$ cat src/rtl/io_mmio_port.sv
// Memory-mapped I/O endpoint: TX FIFO toward the UART, stop-byte tracking,
// and a free-running cycle counter readable as a coherent 4-byte value.
module io_mmio_port #(
    parameter int DEPTH  = 16,
    parameter int MARGIN = 4
) (
    input  logic        clk_in,
    input  logic        rst_in,
    input  logic        rdy_in,
    input  logic [17:0] io_a,
    input  logic [7:0]  io_wdata,
    input  logic        io_wr,
    output logic [7:0]  io_din,
    output logic        io_buffer_full,
    output logic [7:0]  tx_data,
    output logic        tx_valid,
    input  logic        tx_ready,
    output logic        prog_stop,
    output logic [7:0]  ovf_cnt
);
    localparam int AW = $clog2(DEPTH);
    localparam logic [AW:0] FULL_LVL = (AW+1)'(DEPTH);
    localparam logic [AW:0] HIGH_LVL = (AW+1)'(DEPTH - MARGIN);

    logic [7:0]    mem_q [DEPTH];
    logic [AW-1:0] rd_ptr_q;
    logic [AW-1:0] wr_ptr_q;
    logic [AW:0]   count_q;
    logic [AW:0]   count_d;
    logic [31:0]   cyc_q;
    logic [31:0]   snap_q;
    logic [7:0]    din_q;
    logic [7:0]    din_d;
    logic [7:0]    ovf_q;
    logic          stop_pend_q;
    logic          prog_stop_q;

    logic          io_acc;
    logic          push_req;
    logic          push_stop;
    logic          push_acc;
    logic          pop;
    logic [7:0]    push_byte;
    logic          unused_addr_bits;

    // Only the low three offset bits are decoded; the rest alias inside the region.
    assign unused_addr_bits = ^io_a[15:3];

    always_comb begin
        io_acc    = (io_a[17:16] == 2'b11) && rdy_in;
        push_req  = 1'b0;
        push_stop = 1'b0;
        push_byte = 8'h00;
        if (io_acc && io_wr && !stop_pend_q) begin
            if (io_a[2:0] == 3'd0 && io_wdata != 8'h00) begin
                push_req  = 1'b1;
                push_byte = io_wdata;
            end else if (io_a[2:0] == 3'd4) begin
                push_req  = 1'b1;
                push_stop = 1'b1;
            end
        end

        // A concurrent pop frees a slot, so a full FIFO can still take the push.
        pop      = (count_q != '0) && tx_ready;
        push_acc = push_req && ((count_q < FULL_LVL) || pop);

        count_d = count_q;
        if (push_acc && !pop) begin
            count_d = count_q + (AW+1)'(1);
        end else if (!push_acc && pop) begin
            count_d = count_q - (AW+1)'(1);
        end

        din_d = din_q;
        if (io_acc && !io_wr) begin
            case (io_a[2:0])
                3'd4:    din_d = cyc_q[7:0];
                3'd5:    din_d = snap_q[15:8];
                3'd6:    din_d = snap_q[23:16];
                3'd7:    din_d = snap_q[31:24];
                default: din_d = 8'h00;
            endcase
        end
    end

    always_ff @(posedge clk_in or negedge rst_in) begin
        if (!rst_in) begin
            for (int i = 0; i < DEPTH; i++) begin
                mem_q[i] <= 8'h00;
            end
            rd_ptr_q    <= '0;
            wr_ptr_q    <= '0;
            count_q     <= '0;
            cyc_q       <= 32'd0;
            snap_q      <= 32'd0;
            din_q       <= 8'h00;
            ovf_q       <= 8'h00;
            stop_pend_q <= 1'b0;
            prog_stop_q <= 1'b0;
        end else begin
            if (push_acc) begin
                mem_q[wr_ptr_q] <= push_byte;
                wr_ptr_q        <= wr_ptr_q + AW'(1);
            end
            if (pop) begin
                rd_ptr_q <= rd_ptr_q + AW'(1);
            end
            count_q <= count_d;
            if (push_req && !push_acc && ovf_q != 8'hFF) begin
                ovf_q <= ovf_q + 8'd1;
            end
            if (push_stop) begin
                stop_pend_q <= 1'b1;
            end
            if (stop_pend_q && count_q == '0) begin
                prog_stop_q <= 1'b1;
            end
            if (rdy_in) begin
                cyc_q <= cyc_q + 32'd1;
            end
            // Snapshot taken with byte0 so bytes 1..3 read back from the same instant.
            if (io_acc && !io_wr && io_a[2:0] == 3'd4) begin
                snap_q <= cyc_q;
            end
            din_q <= din_d;
        end
    end

    assign io_din         = din_q;
    assign io_buffer_full = (count_q >= HIGH_LVL);
    assign tx_valid       = (count_q != '0);
    assign tx_data        = mem_q[rd_ptr_q];
    assign prog_stop      = prog_stop_q;
    assign ovf_cnt        = ovf_q;

endmodule

$ cat config.mk
export PLATFORM = sky130hd
export DESIGN_NAME = io_mmio_port
export DESIGN_NICKNAME = d
export VERILOG_FILES = /design/src/rtl/io_mmio_port.sv
export SDC_FILE = /design/constraint.sdc
export NUM_CORES = 1
export LEC_CHECK = 0
export CORE_MARGIN = 5
export CORE_UTILIZATION = 25
export CTS_CLUSTER_SIZE = 24
export DETAILED_ROUTE_END_ITERATION = 8
export GPL_ROUTABILITY_DRIVEN = 0
export SYNTH_ARGS = -nofsm -noshare
export SYNTH_HDL_FRONTEND = slang
export SYNTH_SLANG_ARGS = --single-unit
$ cat constraint.sdc
create_clock -name clk_in -period 6.1 [get_ports clk_in]
set_input_delay 1.22 -clock clk_in [delete_from_list [all_inputs] [get_ports clk_in]]
set_output_delay 1.22 -clock clk_in [all_outputs]
set_load 0.01 [all_outputs]
Word level (Yosys, flattened, before mapping):

Cells that the tools add are included.

* input bits: 31
* register bits: 223
* bits in read-only memories: 0
* latch bits: 0
* memories kept: 0
* RAM bits: 0

* $mul: 0
* bitwise operators: 2
* equality and inequality tests: 6
* add/sub/neg operators: 6
* reduce and logical (&&, ||, !) cells: 24
* divide/modulo/power cells: 0
* multiplexer cells: 16
* shifts and indexed selects: 0
* magnitude comparators: 5

Operators by type and width (count)
* 128-bit bitwise mux: 1
* 8-bit 2-to-1 mux: 5
* 32-bit by 1-bit adder with 32-bit output (second input constant): 1
* 8-bit binary-select mux with 4-bit select: 1
* 8-bit demux with 4-bit select: 1
* 8-bit one-hot mux with 4 select lines: 1
* 1-bit logical AND: 14
* 3-bit equality test (second input constant): 4
* 5-bit >= comparator (second input constant): 2
* 5-bit 2-to-1 mux: 2
* 4-bit NOT with 5-bit output: 2
* 4-bit by 1-bit adder with 4-bit output (second input constant): 2
* 8-bit by 1-bit adder with 8-bit output (second input constant): 1
* 8-bit != test (second input constant): 1
* 8-bit nonzero test: 1
* 5-bit by 1-bit adder with 5-bit output (second input constant): 1
* 5-bit by 4-bit >= comparator with 1-bit output (second input constant): 1
* 5-bit logical NOT: 1
* 5-bit by 1-bit < comparator with 1-bit output (second input constant): 1
* 5-bit < comparator (second input constant): 1
* 1-bit 2-to-1 mux: 5
* 5-bit nonzero test: 1
* 5-bit by 1-bit subtractor with 5-bit output (second input constant): 1
* 1-bit logical NOT: 4
* 4 further kinds: 4

Depth between registers and ports, before layout:

* word-level depth: 10
* gate-level depth with buffers: 13

Worst setup path after synthesis:

No wires, ideal clock.

* kind: input to register
* start: input io_a[1]
* end: register count_q[4]
* required time: 6020 ps
* slack: 2205 ps
* stages on the path: 12
* data arrival time: 3815 ps
* cells stage by stage: or4b_4 > nor3_4 > buf_8 > nand2_1 > inv_1 > ha_1 > inv_1 > fa_1 > a21o_1 > a21oi_1 > mux2i_1 > xnor2_1

* word-level cells in the longest chain between the ends: 8

Ends and longest elaborated chain
* from (decl): line 10 `input logic [17:0] io_a,`
* 3-bit equality test / 3-bit logical NOT (equally long branches): line 58, 55
* 1-bit 2-to-1 mux / 1-bit logical AND (equally long branches): line 58, 55
* 1-bit 2-to-1 mux (*): line 55 `if (io_a[2:0] == 3'd0 && io_wdata != 8'h00) begin`
* 1-bit 2-to-1 mux (*): line 54 `if (io_acc && io_wr && !stop_pend_q) begin`
* 1-bit logical AND (*): line 66 `push_acc = push_req && ((count_q < FULL_LVL) || pop);`
* net push_acc: line 41 `logic push_acc;`
* 1-bit logical NOT: line 71 `end else if (!push_acc && pop) begin`
* 1-bit logical AND: line 71
* 2-bit nonzero test (no source line)
* to (signal assigned): line 109 `count_q <= count_d;`
* to (decl): line 28 `logic [AW:0] count_q;`

Mark *: on every way through the listed nets, which the timed path passes. The rest lies on a longest branch.
A chain may end at the register's enable or synchronous reset.

Worst setup path in the final report:

* start: register rd_ptr_q[0]
* end: output tx_data[5]

* word-level cells in the longest chain between the ends: 4

Ends and longest elaborated chain
* from (decl): line 26 `logic [AW-1:0] rd_ptr_q;`
* from (signal assigned): line 107 `rd_ptr_q <= rd_ptr_q + AW'(1);`
* 4-bit NOT with 5-bit output (implied by the code): line 133 `assign tx_data = mem_q[rd_ptr_q];`
* 8-bit binary-select mux with 4-bit select: line 133
* 8-bit 2-to-1 mux (implied by the code) (2 in a row): line 133
* to (decl): line 15 `output logic [7:0] tx_data,`

No other way between the ends. The select of a mux whose other input is x is not followed.

==> summary.md <==
| Metric | Value |
|---|---|
| Worst path slowest cell | `dfrtp_2` |
| CTS Buf Count | `24` |
| Die area | `0.0444 mm²` |
| Number of global-route vias before repair | `6,036` |
| Root Driver | `clkbuf_16` |
| IO Pins | `58` |
| Final HPWL DP | `14,900 µm` |
| Most common cell in the netlist | `dfrtp_1` |
| Number of diodes | `0` |
| Nets | `775` |
| CP required | `4.88 ns` |
| CTS tree | `done` |
| First-pass GRT wire length | `35,300 µm` |
| Worst-Margin Slew | `1.12 ns` |
| Post-CTS Setup Bufs | `0` |
| Net Sw Frac | `27.1%` |
| Die W | `211 µm` |
| Comb pwr share | `13.5%` |
| Area growth syn-to-layout | `17.9%` |
| WL per Instance | `16.8 µm` |
| Worst slack, placed | `1.41 ns` |
| Port buffer count | `44` |
| Most used DFF post-synth | `dfrtp_1` |
| Max_cap viols | `0` |
| Gate Count Post-Synth | `690` |
| Commonest cells post-synth | `dfrtp_1, mux2_2, mux4_2` |
| Leakage | `5.39 nW` |
| Hold-fix buffers, CTS | `0` |
| Worst skew pair latency | `0.51 ns` |
| Clk sinks | `215` |
| Period utilization | `76.5%` |
| Clock Skew | `0.00900 ns` |
| Critical Path AT | `3.45 ns` |
| Routed Antenna Nets | `0` |
| Routed via count | `5,721` |
| Slew headroom | `24.6%` |
| Register bit total from synthesis | `215` |
| # H-tree levels | `1` |
| Final WS setup | `1.43 ns` |
| Initial antenna violation count | `0` |
| Most area-consuming cells after synthesis | `dfrtp_1, mux2_2, mux4_2` |
| DR DRC count | `0` |
| Cell mode on critical path | `mux4_2` |
| Routed WL | `21,400 µm` |
| Detailed Routing Iterations Pass 1 | `7` |
| P_int | `2.62 mW` |
| Worst R2R Setup Slack | `2.86 ns` |
| Cell area after layout | `0.0119 mm²` |
| Resized cells post-CTS | `0` |
| FMAX | `214 MHz` |
| Placed inst area | `0.0111 mm²` |
| Setup TNS | `0 ns` |
| Placed Cells incl. Taps | `1,231` |
| Max FO, Critical Path | `28` |
| Crit end category | `output port` |
| Fill cell count | `4,063` |
| Count of final hold-check violations | `0` |
| PD cells | `303 mW/mm²` |
| Ys async rst share | `100%` |
| Syn_nets | `733` |
| Starting density of the core | `25.3%` |
| Clk pwr share | `39.5%` |
| Row cnt | `73` |
| Final setup fails | `0` |
| Yosys top cell area share | `53.4%` |
| Peak VDD IR | `187 µV` |
| Sw Pwr | `0.974 mW` |
| Leading area contributor after synthesis | `dfrtp_1` |
| Number of vias per cell | `4.49` |
| Syn. warnings | `0` |
| Number of synthesized flops with an enable pin | `0` |
| Worst min path class | `flip-flop to flip-flop` |
| Starting DRT DRC Count | `286` |
| Reg power frac | `47.0%` |
| Startpoint types | `flip-flop` |
| Final Max Slew Viols | `0` |
| Largest net degree at the start of global routing | `116` |
| Total core area | `0.0398 mm²` |
| Top Family by Delay on Critical Path | `multiplexers` |
| Register clock-pin slew on the reported worst setup and hold paths | `0.06 ns` |
| CP Class | `flip-flop to output port` |
| Worst path max stage delay | `1.02 ns` |
| Final Critical Period | `4.67 ns` |
| Non-Filler Instances | `1,273` |
| GR Util All Layers | `9.75%` |
| Grt ovf | `0` |
| RSZ-0062 raised after global routing | `no` |
| Die H | `211 µm` |
| Share of cells above drive strength 1 | `36.2%` |
| Synth Area per Inst | `14.6 µm²` |
| Critical-path cell list | `buf_4 > mux4_2 > mux4_2 > clkdlybuf4s50_1` |
| Synth Cell Area | `0.0101 mm²` |
| Yosys cell types | `39` |
| CP bufs+invs | `2` |
| Clock Path Buffers | `3` |
| Seq/Total Area, Yosys | `53.4%` |
| Status | `finished clean` |
==> state kept, by name (all words and copies together) (netlist names) <==
register     cells
mem_q          128
wr_ptr_q         4
io_din           8
ovf_cnt          8
prog_stop        1
cyc_q           32
stop_pend_q      1
count_q          5
snap_q          24
rd_ptr_q         4
==> per-layer routing <==
| layer | global-route usage, % | up-vias | share of wire, % |
|---|---|---|---|
| met5 | 0 | - | 0 |
| met4 | 2.17 | 0 | 2.1 |
| met3 | 1.57 | 30 | 2.9 |
| met2 | 15.7 | 70 | 48 |
| met1 | 13.9 | 2979 | 47 |
| li1 | - | 2642 | - |
==> placed cells by master, fill, tap and decap left out, types with 2 or more instances in the layout <==
cell type	count
clkdlybuf4s50_1	43
clkbuf_16	25
xnor2_1	38
and4_1	6
mux2_1	5
dfrtp_1	214
nand4_1	20
inv_1	7
mux2_2	156
nor3_1	6
a21oi_1	2
xor2_1	6
or4_1	2
nor2_1	11
clkbuf_8	5
and3_1	11
a21o_1	5
buf_4	11
clkinv_4	2
nand4_4	7
nand3_1	30
and2_0	8
nand4_2	4
ha_1	11
clkinv_2	4
nor4_1	3
clkbuf_1	4
nand2b_1	2
nand2_1	31
o21ai_0	3
mux4_2	48
nor2b_1	3
==> worst paths after layout <==
check                             from         end  cells past startpoint
min in group asynchronous       rst_in   mem_q[88]                      1
setup reg to reg           stop_pend_q  count_q[4]                     12
max in group asynchronous       rst_in    cyc_q[9]                      2
setup / recovery           rd_ptr_q[0]  tx_data[5]                      4
hold / removal               prog_stop   prog_stop                      1
hold reg to reg              prog_stop   prog_stop                      1
==> final cells by class <==
type	count	area (µm²)	area share (%)
Sequential cell	215	5380	45.3
Inverter	7	26.3	0.221
Tap cell	525	657	5.53
Multi-Input combinational cell	429	4500	37.9
Clock inverter	8	75.1	0.632
Clock buffer	34	709	5.98
Timing Repair Buffer	55	528	4.45
==> logic make-up after synthesis <==
logic type / share of synthesized area, %
buffers and inverters: 1.98
xor gates and xnor gates: 3.83
adders and majority gates: 1.57
AOI/OAI and AO/OA: 0.696
DFF: 53.4
muxes: 28.8
and+or+nand+nor: 9.66
==> per-stage QoR <==
stage,util [%],hold slack [ns],power (mW)
after floorplan,-,0.442,2.02
after global placement,27.8,0.446,2.20
after detailed placement,27.8,0.451,2.21
after CTS,29.8,0.465,3.66
after global routing,29.8,0.473,3.78
final,29.8,0.455,3.59
==> power groups by stage <==
stage | clock, mW | sequential (mW) | combinational [mW]
3_5_place_dp | 0 | 1.72 | 0.492
5_1_grt | 1.54 | 1.72 | 0.531
6_report | 1.42 | 1.69 | 0.484
2_1_floorplan | 0 | 1.59 | 0.432
4_1_cts | 1.47 | 1.70 | 0.495
3_3_place_gp | 0 | 1.72 | 0.482
No activity file was read; power rests on OpenSTA's default activity.
